`src/rtl/link_pkg.sv`:
```
// Shared types and constants for the link transmit scheduler: tag type,
// FSM state encoding, fixed source indices and the round-robin wrap helper.
package link_pkg;

    localparam int TAG_W = 2;

    typedef logic [TAG_W-1:0] tag_t;

    typedef enum logic [2:0] {
        IDLE     = 3'd0,
        SEND     = 3'd1,
        WAIT_TX  = 3'd2,
        WAIT_ACK = 3'd3,
        DONE     = 3'd4,
        ERROR    = 3'd5
    } sched_state_t;

    localparam tag_t TAG_CTRL   = 2'd0;
    localparam tag_t TAG_PADDLE = 2'd1;
    localparam tag_t TAG_BALL   = 2'd2;
    localparam tag_t TAG_SCORE  = 2'd3;

    // Pointer after a grant to source k (k >= 1); index 0 never takes part in the rotation.
    function automatic int rr_next(input int k, input int num_req);
        return (k >= num_req - 1) ? 1 : k + 1;
    endfunction

endpackage

```
`src/rtl/link_tx_scheduler_rr_arbiter.sv`:
```
// Combinational arbiter: source 0 always wins, the rest rotate starting at rr_ptr
// and wrapping back to 1.
module rr_arbiter
    import link_pkg::*;
#(
    parameter  int NUM_REQ = 4,
    localparam int TW      = (NUM_REQ > 1) ? $clog2(NUM_REQ) : 1
) (
    input  logic [NUM_REQ-1:0] req,
    input  logic [TW-1:0]      rr_ptr,
    output logic [TW-1:0]      gnt,
    output logic               gnt_valid
);

    always_comb begin
        gnt       = '0;
        gnt_valid = 1'b0;
        if (req[0]) begin
            gnt       = TW'(TAG_CTRL);
            gnt_valid = 1'b1;
        end else begin
            // Two passes give the wrap-around: first rr_ptr..top, then 1..rr_ptr-1.
            for (int j = 1; j < NUM_REQ; j++) begin
                if (!gnt_valid && req[j] && (TW'(j) >= rr_ptr)) begin
                    gnt       = TW'(j);
                    gnt_valid = 1'b1;
                end
            end
            for (int j = 1; j < NUM_REQ; j++) begin
                if (!gnt_valid && req[j] && (TW'(j) < rr_ptr)) begin
                    gnt       = TW'(j);
                    gnt_valid = 1'b1;
                end
            end
        end
    end

endmodule

```
`src/rtl/link_tx_scheduler.sv`:
```
// Shares the serial link sender among several message sources, waits for acks
// on acknowledged messages and retransmits on timeout until the link is declared dead.
module link_tx_scheduler
    import link_pkg::*;
#(
    parameter  int NUM_REQ     = 4,
    parameter  int DATA_W      = 16,
    parameter  int ACK_TIMEOUT = 50000,
    parameter  int MAX_RETRY   = 3,
    localparam int TW          = (NUM_REQ > 1) ? $clog2(NUM_REQ) : 1,
    localparam int RW          = $clog2(MAX_RETRY + 1),
    localparam int TMW         = (ACK_TIMEOUT > 1) ? $clog2(ACK_TIMEOUT) : 1
) (
    input  logic                      clock,
    input  logic                      reset_L,
    input  logic [NUM_REQ-1:0]        req,
    input  logic [NUM_REQ*DATA_W-1:0] req_data,
    input  logic [NUM_REQ-1:0]        need_ack,
    output logic [NUM_REQ-1:0]        grant_done,
    output logic                      tx_valid,
    output logic [TW-1:0]             tx_tag,
    output logic [DATA_W-1:0]         tx_data,
    input  logic                      tx_ready,
    input  logic                      tx_done,
    input  logic                      ack_rcvd,
    input  logic [TW-1:0]             ack_tag,
    output logic                      busy,
    output logic [RW-1:0]             retry_cnt,
    output logic                      link_error,
    output sched_state_t              state_dbg
);

    sched_state_t        state;
    logic [TW-1:0]       rr_ptr;
    logic [TW-1:0]       arb_gnt;
    logic                arb_valid;
    logic [DATA_W-1:0]   win_data;
    logic                win_need_ack;
    logic                need_ack_q;
    logic                ack_seen;
    logic                ack_match;
    logic                timeout_hit;
    logic [TMW-1:0]      timer;

    rr_arbiter #(
        .NUM_REQ (NUM_REQ)
    ) u_arb (
        .req       (req),
        .rr_ptr    (rr_ptr),
        .gnt       (arb_gnt),
        .gnt_valid (arb_valid)
    );

    always_comb begin
        win_data     = '0;
        win_need_ack = 1'b0;
        for (int i = 0; i < NUM_REQ; i++) begin
            if (arb_gnt == TW'(i)) begin
                win_data     = req_data[i*DATA_W +: DATA_W];
                win_need_ack = need_ack[i];
            end
        end
    end

    assign ack_match   = ack_rcvd && (ack_tag == tx_tag);
    assign timeout_hit = (timer == TMW'(ACK_TIMEOUT - 1));

    // Handshake: tx_valid is high for the whole SEND state with tx_tag/tx_data held
    // stable; the frame transfers on the first edge where tx_valid && tx_ready, and
    // the FSM leaves SEND on that same edge.
    assign tx_valid  = (state == SEND);
    assign busy      = (state != IDLE);
    assign state_dbg = state;

    always_comb begin
        grant_done = '0;
        for (int i = 0; i < NUM_REQ; i++) begin
            grant_done[i] = ((state == DONE) || (state == ERROR)) && (tx_tag == TW'(i));
        end
    end

    always_ff @(posedge clock or negedge reset_L) begin
        if (!reset_L) begin
            state      <= IDLE;
            rr_ptr     <= TW'(1);
            tx_tag     <= '0;
            tx_data    <= '0;
            need_ack_q <= 1'b0;
            ack_seen   <= 1'b0;
            timer      <= '0;
            retry_cnt  <= '0;
            link_error <= 1'b0;
        end else begin
            case (state)
                IDLE: begin
                    if (arb_valid) begin
                        tx_tag     <= arb_gnt;
                        tx_data    <= win_data;
                        need_ack_q <= win_need_ack;
                        ack_seen   <= 1'b0;
                        state      <= SEND;
                        if (arb_gnt != '0) begin
                            rr_ptr <= TW'(rr_next(int'(arb_gnt), NUM_REQ));
                        end
                    end
                end
                SEND: begin
                    if (tx_ready) begin
                        state <= WAIT_TX;
                    end
                end
                WAIT_TX: begin
                    // An ack can overtake the sender's own completion pulse.
                    if (ack_match) begin
                        ack_seen <= 1'b1;
                    end
                    if (tx_done) begin
                        if (!need_ack_q || ack_seen || ack_match) begin
                            state <= DONE;
                        end else begin
                            state <= WAIT_ACK;
                            timer <= '0;
                        end
                    end
                end
                WAIT_ACK: begin
                    timer <= timer + 1'b1;
                    if (ack_match) begin
                        state <= DONE;
                    end else if (timeout_hit) begin
                        if (retry_cnt < RW'(MAX_RETRY)) begin
                            retry_cnt <= retry_cnt + 1'b1;
                            ack_seen  <= 1'b0;
                            state     <= SEND;
                        end else begin
                            state <= ERROR;
                        end
                    end
                end
                DONE: begin
                    retry_cnt <= '0;
                    state     <= IDLE;
                end
                ERROR: begin
                    link_error <= 1'b1;
                    retry_cnt  <= '0;
                    state      <= IDLE;
                end
                default: begin
                    state <= IDLE;
                end
            endcase
        end
    end

endmodule

```
`config.mk`:
```
export PLATFORM = sky130hd
export DESIGN_NAME = link_tx_scheduler
export DESIGN_NICKNAME = d
export VERILOG_FILES = /design/src/rtl/link_pkg.sv /design/src/rtl/link_tx_scheduler_rr_arbiter.sv /design/src/rtl/link_tx_scheduler.sv
export SDC_FILE = /design/constraint.sdc
export NUM_CORES = 1
export LEC_CHECK = 0
export CAP_MARGIN = 15
export CORE_UTILIZATION = 35
export DETAILED_ROUTE_END_ITERATION = 8
export GPL_TIMING_DRIVEN = 0
export MAX_ROUTING_LAYER = met4
export PLACE_DENSITY = 0.66
export SYNTH_ARGS = -nofsm -noshare
export SYNTH_HDL_FRONTEND = slang
export SYNTH_SLANG_ARGS = --single-unit
```
`constraint.sdc`:
```
create_clock -name clock -period 5.41 [get_ports clock]
set_input_delay 1.082 -clock clock [delete_from_list [all_inputs] [get_ports clock]]
set_output_delay 1.082 -clock clock [all_outputs]
set_load 0.005 [all_outputs]
```
; Word level (Yosys, flattened, before mapping)
; Index checks and enable logic that the tools add are counted.
[op_classes]
order_cmp = 8
add_sub_neg = 3
reduce_logical = 40
eq_ne = 22
mux = 49
[ops]
columns = operator, count
row1 = $mux 16, 6
row2 = $pmux 16 s2, 1
row3 = $mux 1, 22
row4 = $mux 3, 7
row5 = $mux 2, 10
row6 = $add 16x1->16 const B, 1
row7 = $eq 16x16->1 const B, 1
row8 = $logic_and 1x1->1, 16
row9 = $ne 2x2->1 const B, 7
row10 = $pmux 3 s4, 1
row11 = $eq 2x2->1 const B, 4
row12 = $reduce_and 4->1, 2
row13 = $eq 3x2->1 const B, 2
row14 = $eq 3x3->1 const B, 2
row15 = $logic_not 1->1, 6
row16 = $reduce_and 3->1, 2
row17 = $reduce_and 6->1, 1
row18 = $reduce_bool 2->1, 3
row19 = $reduce_bool 3->1, 2
row20 = $add 2x1->2 const B, 2
row21 = $eq 2x1->1 const B, 2
row22 = $ge 2x2->1 const A, 2
row23 = $logic_not 2->1, 2
row24 = $lt 2x2->1 const A, 2
row25 = other kinds (14), 16
[word_totals]
out_inout_bits = 30
word_cells = 131
reg_bits = 44
input_bits = 79

; Longest topological paths before layout
; Gate-level depths: netlist (run 1).
[depth]
depth_word = 34
mapped_depth = 11
ltp_nobuf = 10

; Cells and area by module
; From an unflattened synthesis (run 1), not the netlist that was laid out.
[unflattened]
cells_unflattened = 338
area_unflattened_um2 = 2917.8
[modules_own_cells]
columns = mod, cells_each, instances, area_each_um2, seq_area_each_um2
row1 = link_tx_scheduler, 329, 1, 2870.3, 1102.3
row2 = rr_arbiter, 9, 1, 47.5, 0.0

; Worst setup path before layout (run 1)
; No wires, ideal clock.
[synth_path]
path_kind = input -> register
from = input req[2]
to = register tx_data[0]
setup_ps = 83
stages = 9
path_buffers = 2
arrival_time_ps = 2794
slack_ps = 2534
required_ps = 5327
cell_sequence = a21boi_0 -> o211ai_1 -> ha_1 -> clkbuf_1 -> buf_1 -> a221oi_1 -> nor3_1 -> a21oi_1 -> o21ai_0
[synth_via]
elab_chain_cells = 29
elab_cells_between_ends = 39
cone_classes = 3 x eq/ne / 20 x mux / 16 x reduce/logical
[synth_lines]
columns = element, line
row1 = from (decl), link_tx_scheduler.sv:16  ; input logic [NUM_REQ-1:0] req,
row2 = $logic_and 1x1->1 (2 in a row), link_tx_scheduler_rr_arbiter.sv:24  ; if (!gnt_valid && req[j] && (TW'(j) >= rr_ptr)) begin
row3 = $mux 1, link_tx_scheduler_rr_arbiter.sv:24
row4 = $mux 1, link_tx_scheduler_rr_arbiter.sv:18  ; if (req[0]) begin
row5 = $logic_not 1->1, link_tx_scheduler_rr_arbiter.sv:24
row6 = $logic_and 1x1->1 (2 in a row), link_tx_scheduler_rr_arbiter.sv:24
row7 = $mux 1, link_tx_scheduler_rr_arbiter.sv:24
row8 = $mux 1, link_tx_scheduler_rr_arbiter.sv:18
row9 = $logic_not 1->1, link_tx_scheduler_rr_arbiter.sv:30  ; if (!gnt_valid && req[j] && (TW'(j) < rr_ptr)) begin
row10 = [7 not listed], n/a
row11 = $mux 1, link_tx_scheduler_rr_arbiter.sv:30
row12 = $mux 1, link_tx_scheduler_rr_arbiter.sv:18
row13 = $logic_not 1->1, link_tx_scheduler_rr_arbiter.sv:30
row14 = $logic_and 1x1->1 (2 in a row), link_tx_scheduler_rr_arbiter.sv:30
row15 = $mux 2, link_tx_scheduler_rr_arbiter.sv:30
row16 = $mux 2, link_tx_scheduler_rr_arbiter.sv:18
row17 = $logic_not 2->1, link_tx_scheduler.sv:58  ; if (arb_gnt == TW'(i)) begin
row18 = $mux 16 (4 in a row), link_tx_scheduler.sv:58
row19 = to (signal assigned), link_tx_scheduler.sv:98  ; tx_data <= win_data;
row20 = to (decl), link_tx_scheduler.sv:22  ; output logic [DATA_W-1:0] tx_data,
; Several ways; a longest one is shown, not always the timed one. The select of a mux whose other input is x is not followed.
; A chain may end at the register's enable or synchronous reset.

; Worst setup path after layout (run 1)
[layout_path]
from = input req[1]
to = register tx_data[1]
[layout_via]
elab_chain_cells = 33
elab_cells_between_ends = 44
cone_classes = 3 x eq/ne / 23 x mux / 18 x reduce/logical
[layout_lines]
columns = element, line
row1 = $logic_and 1x1->1, link_tx_scheduler_rr_arbiter.sv:24
row2 = $mux 1, link_tx_scheduler_rr_arbiter.sv:24
row3 = $mux 1, link_tx_scheduler_rr_arbiter.sv:18
row4 = $logic_not 1->1, link_tx_scheduler_rr_arbiter.sv:24
row5 = $logic_and 1x1->1 (2 in a row), link_tx_scheduler_rr_arbiter.sv:24
row6 = $mux 1, link_tx_scheduler_rr_arbiter.sv:24
row7 = $mux 1, link_tx_scheduler_rr_arbiter.sv:18
row8 = $logic_not 1->1, link_tx_scheduler_rr_arbiter.sv:24
row9 = [12 not listed], n/a
row10 = $mux 1, link_tx_scheduler_rr_arbiter.sv:30
row11 = $mux 1, link_tx_scheduler_rr_arbiter.sv:18
row12 = $logic_not 1->1, link_tx_scheduler_rr_arbiter.sv:30
row13 = $logic_and 1x1->1 (2 in a row), link_tx_scheduler_rr_arbiter.sv:30
row14 = $mux 2, link_tx_scheduler_rr_arbiter.sv:30
row15 = $mux 2, link_tx_scheduler_rr_arbiter.sv:18
row16 = $logic_not 2->1, link_tx_scheduler.sv:58
row17 = $mux 16 (4 in a row), link_tx_scheduler.sv:58
; Several ways; a longest one is shown, not always the timed one. The select of a mux whose other input is x is not followed.

==> impl_metrics.toml, run 1 <==
[status]
outcome = "complete, no violations"

[clock_tree]
cts_made_buffers = 5
htreeDepth = 2
clk_pin_slew_ps = 90
clkSinkCount = 44
cts_max_path_buffers = 2
post-cts-setup-buffers = 0
cts-root-buf = "clkbuf_8"
clk_latency_ps = 310
cts_hold_buf = 0
cts_tree = "yes"
post_cts_resized = 0

[floorplan]
coreArea_sq_um = 7850
die_y_um = 92.8
start_util = 0.368
fp.dieArea_sq_um = 8610
die_width_um = 92.8
num_rows = 32
io_pins = 109

[timing]
period_needed_ps = 3530
hold_violations = 0
rsz0062_at_grt = "false"
slew-limit-headroom = 0.548
tns_ps = 0
clock_skew_ps = 6.19
fin_crit_sh = 0.653
tightest_slew_ps = 673
slew_viol_final = 0
fmax_ghz = 0.283
setup_violations = 0

[critical_path]
required_ps = 5640
path_buf_inv = 3
cp_top_family = "buffers and inverters"
critPathMaxStageDelay_ps = 520
crit_type = "primary input to flip-flop"
crit_fanout = 10
cp_slowest_cell = "clkdlybuf4s50_1"
reg2regPathDepth = 9
cp_cell_sequence = "clkdlybuf4s50_1 > a21boi_0 > o211ai_1 > ha_1 > clkbuf_1 > buf_1 > a221oi_1 > nor3_1 > a21oi_1 > o21ai_0"
critical_path_depth = 10
crit_path_start_kind = "primary input"
critPathArrivalTime_ps = 3760
crit_path_end_kind = "flip-flop"

[power_and_ir_drop]
p_per_area_nw_per_um2 = 396
p_leak_nw = 1.72
max-vdd-ir-drop_mv = 0.132

[logic_synthesis]
synth_enable_flop_cells = 0
ys_seq_area_frac = 0.382
synthFlopType = "dfrtp_1"
synth_area_sq_um = 2890
synthesis.nets = 425
async_flop_share = 1.00
synthCells = 339
yosys.cell_types.count = 52
syn_area_per_cell_sq_um = 8.51
ys_warn_count = 0
ys_ff_latch = 44

[route]
drtIter0Drc = 80
wl_per_cell_um = 14.7
via_count = 2872
drc = 0
vias_per_cell = 5.15
routed_wl_um = 8210
ant_nets = 0
drtPass1Iterations = 4

[cells_and_area]
multi_input_comb_area_sq_um = 1650
drive_above_1_share = 0.0614
final_nets = 541
areaGrowthSynthToFinish_pct = 46.4
register_area_sq_um = 1100
nFillCells = 757
n_antenna_cell = 0
final_util = 0.539
stdcell_count = 558

[global_routing]
grt_max_degree = 36
grt_use_total = 0.210
globalRoute.totalOverflow = 0
antenna_found_initial = 0
grt_pass1_vias = 2875
grt_pass1_wl_um = 14000

[placed_design]
dpl.hpwl_um = 6590
port_buffers = 108
gp_congestion = 0.881
dp.cells = 550

[run]
cap_violations = 0

[hold_path]
worstHoldPathCells = 2
hold_class = "flip-flop to flip-flop"
## flip-flops by register name, summed over array words and instances (netlist names)
| name | cells |
|---|---|
| retry_cnt | 2 |
| rr_ptr | 2 |
| state_dbg | 3 |
| link_error | 1 |
| timer | 16 |
| ack_seen | 1 |
| tx_tag | 2 |
| need_ack_q | 1 |
| tx_data | 16 |
## cell families (layout without fill, tap and decap cells)
| family | count (synthesis) | after routing | share of synthesized area |
|---|---|---|---|
| adders and majority gates | 7 | 7 | 0.0303 |
| AOI/OAI and AO/OA | 86 | 86 | 0.189 |
| buffers and inverters | 29 | 146 | 0.0455 |
| muxes | 6 | 6 | 0.0212 |
| and+or+nand+nor | 157 | 157 | 0.299 |
| xor gates and xnor gates | 10 | 10 | 0.0329 |
| DFF | 44 | 44 | 0.382 |
## worst paths after layout
path,startpoint,to,slack [ps]
min in group asynchronous,reset_L,timer[14]$_DFFE_PN0P_,630
max reg2reg,rr_ptr[0]$_DFFE_PN1P_,tx_data[1]$_DFFE_PN0P_,2650
max,req[1],tx_data[1]$_DFFE_PN0P_,1880
min,tx_data[8]$_DFFE_PN0P_,tx_data[8]$_DFFE_PN0P_,480
max in group asynchronous,reset_L,rr_ptr[0]$_DFFE_PN1P_,4240
min reg2reg,tx_data[8]$_DFFE_PN0P_,tx_data[8]$_DFFE_PN0P_,480
## cell usage in the layout (no fill, tap or decap), types with 11 or more instances in the layout
master | netlist | layout
nand2_1 | 36 | 36
clkdlybuf4s50_1 | 0 | 107
a221oi_1 | 17 | 17
nor2_1 | 16 | 16
dfrtp_1 | 43 | 43
nor3_1 | 24 | 24
nor2b_1 | 36 | 36
o21ai_0 | 23 | 23
a21oi_1 | 19 | 19
clkbuf_1 | 12 | 12
nand3_1 | 11 | 11
## routing by layer
layer	vias up	track usage	part of all wire
li1	1451	-	-
met4	0	0.0577	0.017
met2	106	0.349	0.49
met3	12	0.0402	0.062
met1	1303	0.259	0.43
met5	-	-	0
## synthesized netlist by cell type (2+ instances only)
library cell,number,area share
inv_1,6,0.0078
o21ai_0,23,0.040
nor2_1,16,0.021
nand4b_1,2,0.0061
a31oi_1,4,0.0087
dfrtp_1,43,0.37
and2_1,2,0.0043
a221oi_1,17,0.052
buf_2,6,0.010
ha_1,7,0.030
a21oi_1,19,0.033
nor2b_1,36,0.078
and3_1,4,0.0087
nand2b_1,6,0.013
buf_4,2,0.0052
mux2i_1,5,0.017
nand4_1,5,0.011
nand2_1,36,0.047
o21ai_1,7,0.012
a22o_1,2,0.0061
nor3_1,24,0.042
o21a_1,2,0.0052
nand3_1,11,0.019
or4_1,3,0.0078
xor2_1,4,0.012
clkbuf_1,12,0.016
a21o_1,3,0.0078
o22ai_1,2,0.0043
nor4_1,2,0.0043
xnor2_1,5,0.015
o211ai_1,2,0.0052
## cell type report
cell class,count,area share
clock inverter,3,0.0112
sequential,44,0.261
timing repair buffer,109,0.259
inverter,7,0.00622
buffer,22,0.0249
tap,102,0.0302
clock buffer,5,0.0163
multi-input combinational,266,0.391
## stage by stage
stage | cell area (sq um) | hold WS [ps] | setup slack [ps] | total power, W
after floorplan | 2890 | 451 | 2530 | 0.00103
after global placement | 4100 | 452 | 1660 | 0.00140
after detailed placement | 4110 | 468 | 1580 | 0.00142
after CTS | 4230 | 489 | 1910 | 0.00169
after global routing | 4230 | 507 | 1520 | 0.00182
final | 4230 | 480 | 1880 | 0.00168
## worst min-delay path, cell delays in order, from the launching register on
cell	delay, ps
dfrtp_1	350
nand2_1	50
o21ai_0	60
## power by group
part | internal (W) | switching [W] | leakage [nW]
sequential | 0.000453 | 0.000106 | 0.545
clock | 0.000139 | 0.000125 | 0.0583
combinational | 0.000431 | 0.000422 | 1.12
total | 0.00102 | 0.000653 | 1.72
No activity file was read; power rests on OpenSTA's default activity.
==> inputs of run 2 (changes only) <==
Settings changed: PLACE_DENSITY 0.66 to 0.68.
Clock period 5.41 ns to 2.85 ns, I/O delays scaled along.
==> impl_metrics.toml, run 2 (synthesis gave the netlist of run 1 again) <==
[clock_tree]
cts_max_path_buffers = 2
htreeDepth = 2
clkSinkCount = 44
clk_pin_slew_ps = 90
cts-root-buf = "clkbuf_8"
cts_tree = "yes"
clk_latency_ps = 300
cts_made_buffers = 5

[placed_design]
port_buffers = 108
dpl.hpwl_um = 6740
pre_cts_slack_ps = -483
gp_congestion = 0.872

[route]
via_count = 2894
drtPass1Iterations = 4
drtIter0Drc = 83
ant_nets = 0
drc = 0
vias_per_cell = 5.17
routed_wl_um = 8200
wl_per_cell_um = 14.6

[timing]
layout_setup_ws_ps = 178
slew_viol_final = 0
clock_skew_ps = 10.4
tightest_slew_ps = 600
slew-limit-headroom = 0.598
hold_violations = 0
fmax_ghz = 0.374
setup_violations = 0
period_needed_ps = 2670
whs_ps = 159
fin_crit_sh = 0.937

[critical_path]
crit_path_start_kind = "primary input"
crit_fanout = 10
required_ps = 3020
critPathArrivalTime_ps = 2840
rrSetupSlack_ps = 500
crit_type = "primary input to flip-flop"
crit_path_end_kind = "flip-flop"

[cells_and_area]
nFillCells = 773
drive_above_1_share = 0.0808
layout_commonest_cell = "clkdlybuf4s50_1"
multi_input_comb_area_sq_um = 1670
final_cell_mix = "107 x clkdlybuf4s50_1, 43 x dfrtp_1, 36 x nand2_1, 36 x nor2b_1, 24 x nor3_1"
n_antenna_cell = 0
final_nets = 543
register_area_sq_um = 1100
areaGrowthSynthToFinish_pct = 47.0

[global_routing]
grt_max_degree = 33
grt_pass1_wl_um = 13700
grt_use_total = 0.205
globalRoute.totalOverflow = 0
antenna_found_initial = 0
grt_pass1_vias = 2840

[floorplan]
fp.dieArea_sq_um = 8610
die_width_um = 92.8
num_rows = 32
die_y_um = 92.8
start_util = 0.368
io_pins = 109
coreArea_sq_um = 7850

[run]
cap_violations = 0

[power_and_ir_drop]
p_per_area_nw_per_um2 = 730
max-vdd-ir-drop_mv = 0.224
p_leak_nw = 1.73
power_w = 0.00310

[status]
outcome = "complete, no violations"

[hold_path]
hold_class = "primary input to async pin"
-- run 2: cell types whose count changed in the layout (fill, tap and decap cells not counted) --
cell,previous run,this run
a221oi_1,17,14
a221oi_2,0,3
buf_4,2,4
clkbuf_1,12,10
clkbuf_2,0,2
buf_1,1,0
buf_2,7,8
bufinv_16,1,0
clkbuf_4,0,1
clkinv_4,2,1
clkinvlp_4,0,1
ha_1,7,6
ha_2,0,1
-- run 2: final cells by class --
cell class,count,area share
inverter,7,0.00619
clock buffer,6,0.0171
clock inverter,2,0.00383
tap,102,0.0301
multi-input combinational,266,0.395
buffer,22,0.0265
sequential,44,0.260
timing repair buffer,111,0.262
-- run 2: final timing paths --
kind | end | depth (start not counted) | startpoint
max | tx_data[3]$_DFFE_PN0P_ | 12 | req[1]
min | retry_cnt[0]$_DFFE_PN0P_ | 1 | reset_L
max reg2reg | need_ack_q$_DFFE_PN0P_ | 11 | rr_ptr[0]$_DFFE_PN1P_
min reg2reg | link_error$_DFFE_PN0P_ | 1 | link_error$_DFFE_PN0P_
max in group asynchronous | rr_ptr[0]$_DFFE_PN1P_ | 2 | reset_L
min in group clock | link_error$_DFFE_PN0P_ | 1 | link_error$_DFFE_PN0P_
-- run 2: critical path: stages --
cell             delay (ps)
clkdlybuf4s50_1         460
nand2b_1                120
nand3_1                  90
o211ai_1                180
inv_1                   150
ha_2                    260
buf_2                   190
clkbuf_4                200
a221oi_1                310
nor3_1                   80
a21oi_1                 140
o21ai_0                  80
-- run 2: where the power goes --
| part | leakage, nW | internal (W) | switching [W] | total (W) |
|---|---|---|---|---|
| combinational | 1.14 | 0.000832 | 0.000810 | 0.00164 |
| clock | 0.0414 | 0.000175 | 0.000221 | 0.000396 |
| sequential | 0.545 | 0.000860 | 0.000200 | 0.00106 |
| total | 1.73 | 0.00187 | 0.00123 | 0.00310 |
-- run 2: per-stage QoR --
stage	cell area, sq um	cells	utilization	TNS, ps
floorplan	2890	339	-	0
global placement	4100	549	0.522	-5020
detailed placement	4110	550	0.524	-5320
CTS	4200	558	0.536	0
global route	4240	560	0.541	-89.7
finish	4240	560	0.541	0
-- run 2: per-layer routing --
| metal | routed length (um) | part of all wire | GRT usage |
|---|---|---|---|
| met1 | 3490 | 0.43 | 0.243 |
| met2 | 4080 | 0.50 | 0.354 |
| met3 | 514 | 0.063 | 0.0411 |
| met4 | 119 | 0.015 | 0.0526 |
| met5 | 0 | 0 | - |
-- run 2: timing repair --
item / CTS / global route
endpoints found under the hold margin: 0 / 0
setup endpoints to repair: 11 / 12
pin swaps: 0 / 2
gates cloned: 0 / 0
gates resized for setup: 3 / 8
buffers inserted: 0 / 2
hold buffers: 0 / 0
==> inputs of run 3 (changes only) <==
Settings changed: CTS_CLUSTER_DIAMETER set to 50, GPL_TIMING_DRIVEN 0 to unset, PLACE_DENSITY 0.68 to 0.66.
Clock period 2.85 ns to 3.1 ns, I/O delays scaled along.
==> impl_metrics.toml, run 3 (synthesis gave the netlist of run 1 again) <==
[status]
outcome = "complete, no violations"

[cells_and_area]
drive_above_1_share = 0.0523
multi_input_comb_area_sq_um = 1650
n_antenna_cell = 0
register_area_sq_um = 1100
nFillCells = 747
final_cell_mix = "107 x clkdlybuf4s50_1, 43 x dfrtp_1, 36 x nand2_1, 36 x nor2b_1, 24 x nor3_1"
areaGrowthSynthToFinish_pct = 43.9
final_util = 0.529
final_nets = 525
layout_commonest_cell = "clkdlybuf4s50_1"

[floorplan]
die_y_um = 92.8
start_util = 0.368
die_width_um = 92.8
coreArea_sq_um = 7850
fp.dieArea_sq_um = 8610
io_pins = 109
num_rows = 32

[global_routing]
globalRoute.totalOverflow = 0
grt_max_degree = 45
grt_pass1_vias = 2823
grt_pass1_wl_um = 13500
grt_use_total = 0.201
antenna_found_initial = 0

[critical_path]
required_ps = 3270
crit_type = "primary input to flip-flop"
rrSetupSlack_ps = 760
critPathMaxStageDelay_ps = 530
reg2regPathDepth = 9
timing.rr.end = "tx_data[5]$_DFFE_PN0P_"
cp_cell_sequence = "clkdlybuf4s50_1 > a21boi_0 > o211ai_1 > ha_1 > buf_12 > nor2b_1 > a221oi_1 > nor3_1 > a21oi_1 > o21ai_0"
crit_path_start_kind = "primary input"
crit_fanout = 33
critPathArrivalTime_ps = 2840
crit_path_end_kind = "flip-flop"
cp_slowest_cell = "clkdlybuf4s50_1"
r2r_start = "rr_ptr[0]$_DFFE_PN1P_"

[clock_tree]
cts_max_path_buffers = 2
clk_latency_ps = 290
clkSinkCount = 44
cts_made_buffers = 5
post_cts_resized = 0
post-cts-setup-buffers = 0
htreeDepth = 2
cts_hold_buf = 0
cts_tree = "yes"
clk_pin_slew_ps = 90
cts-root-buf = "clkbuf_8"

[route]
drtPass1Iterations = 4
drc = 0
via_count = 2821
wl_per_cell_um = 14.7
routed_wl_um = 7960
drtIter0Drc = 116
ant_nets = 0
vias_per_cell = 5.20

[placed_design]
dpl.hpwl_um = 6110
port_buffers = 108
pre_cts_slack_ps = 118
gp_congestion = 0.846

[power_and_ir_drop]
p_leak_nw = 1.69
p_sw_w = 0.00109
seqPwrFrac = 0.367
switching_share = 0.388
max-vdd-ir-drop_mv = 0.203
intPower_w = 0.00171
p_per_area_nw_per_um2 = 674
p_clk_frac = 0.134
combPwrFrac = 0.499

[run]
cap_violations = 0

[timing]
rsz0062_at_grt = "false"
tightest_slew_ps = 1000
clock_skew_ps = 10.2
fin_crit_sh = 0.861
slew-limit-headroom = 0.332
hold_violations = 0
tns_ps = 0
fmax_ghz = 0.375
period_needed_ps = 2670
layout_setup_ws_ps = 432
slew_viol_final = 0
setup_violations = 0

[hold_path]
hold_class = "primary input to async pin"
## run 3: layer usage
| metal | track usage | wire length (um) | up-vias |
|---|---|---|---|
| met5 | - | 0 | - |
| met1 | 0.260 | 3600 | 1281 |
| li1 | - | - | 1416 |
| met2 | 0.322 | 3720 | 114 |
| met3 | 0.0386 | 509 | 10 |
| met4 | 0.0564 | 119 | 0 |
## run 3: stage by stage
stage / cells / total power [W] / instance area, sq um / hold slack [ps]
floorplan: 339 / 0.00180 / 2890 / 324
global placement: 534 / 0.00242 / 4060 / 443
detailed placement: 534 / 0.00245 / 4060 / 455
CTS: 542 / 0.00283 / 4150 / 475
global route: 542 / 0.00304 / 4150 / 494
finish: 542 / 0.00280 / 4150 / 477
## run 3: how the worst max path moves through the flow
stage / startpoint / endpoint / slack (ps) / depth (start not counted)
2_1_floorplan: req[2] / tx_data[0]$_DFFE_PN0P_ / 690 / 9
3_3_place_gp: req[1] / tx_data[2]$_DFFE_PN0P_ / 250 / 10
3_5_place_dp: req[1] / tx_data[2]$_DFFE_PN0P_ / 120 / 10
4_1_cts: req[1] / tx_data[2]$_DFFE_PN0P_ / 450 / 10
5_1_grt: req[1] / tx_data[9]$_DFFE_PN0P_ / 280 / 10
6_report: req[1] / tx_data[5]$_DFFE_PN0P_ / 430 / 10
## run 3: cell type report
class	instances	area share
timing repair buffer	115	0.278
inverter	7	0.00633
clock buffer	8	0.0217
tap	102	0.0307
multi-input combinational	266	0.398
sequential	44	0.265
## run 3: power by group through the flow
stage	clock network (W)	logic [W]	registers (W)
after global routing	0.000411	0.00157	0.00106
after floorplan	0	0.000851	0.000954
after global placement	0	0.00139	0.00103
final	0.000376	0.00140	0.00103
after detailed placement	0	0.00141	0.00104
after CTS	0.000383	0.00141	0.00103
## run 3: worst max-delay path, delay by kind of cell
kind	cells	cell delay, ps
AO/OA/AOI/OAI	5	1040
adder cells (fa/ha/maj)	1	300
buffers and inverters	2	720
AND/OR/NAND/NOR	2	150
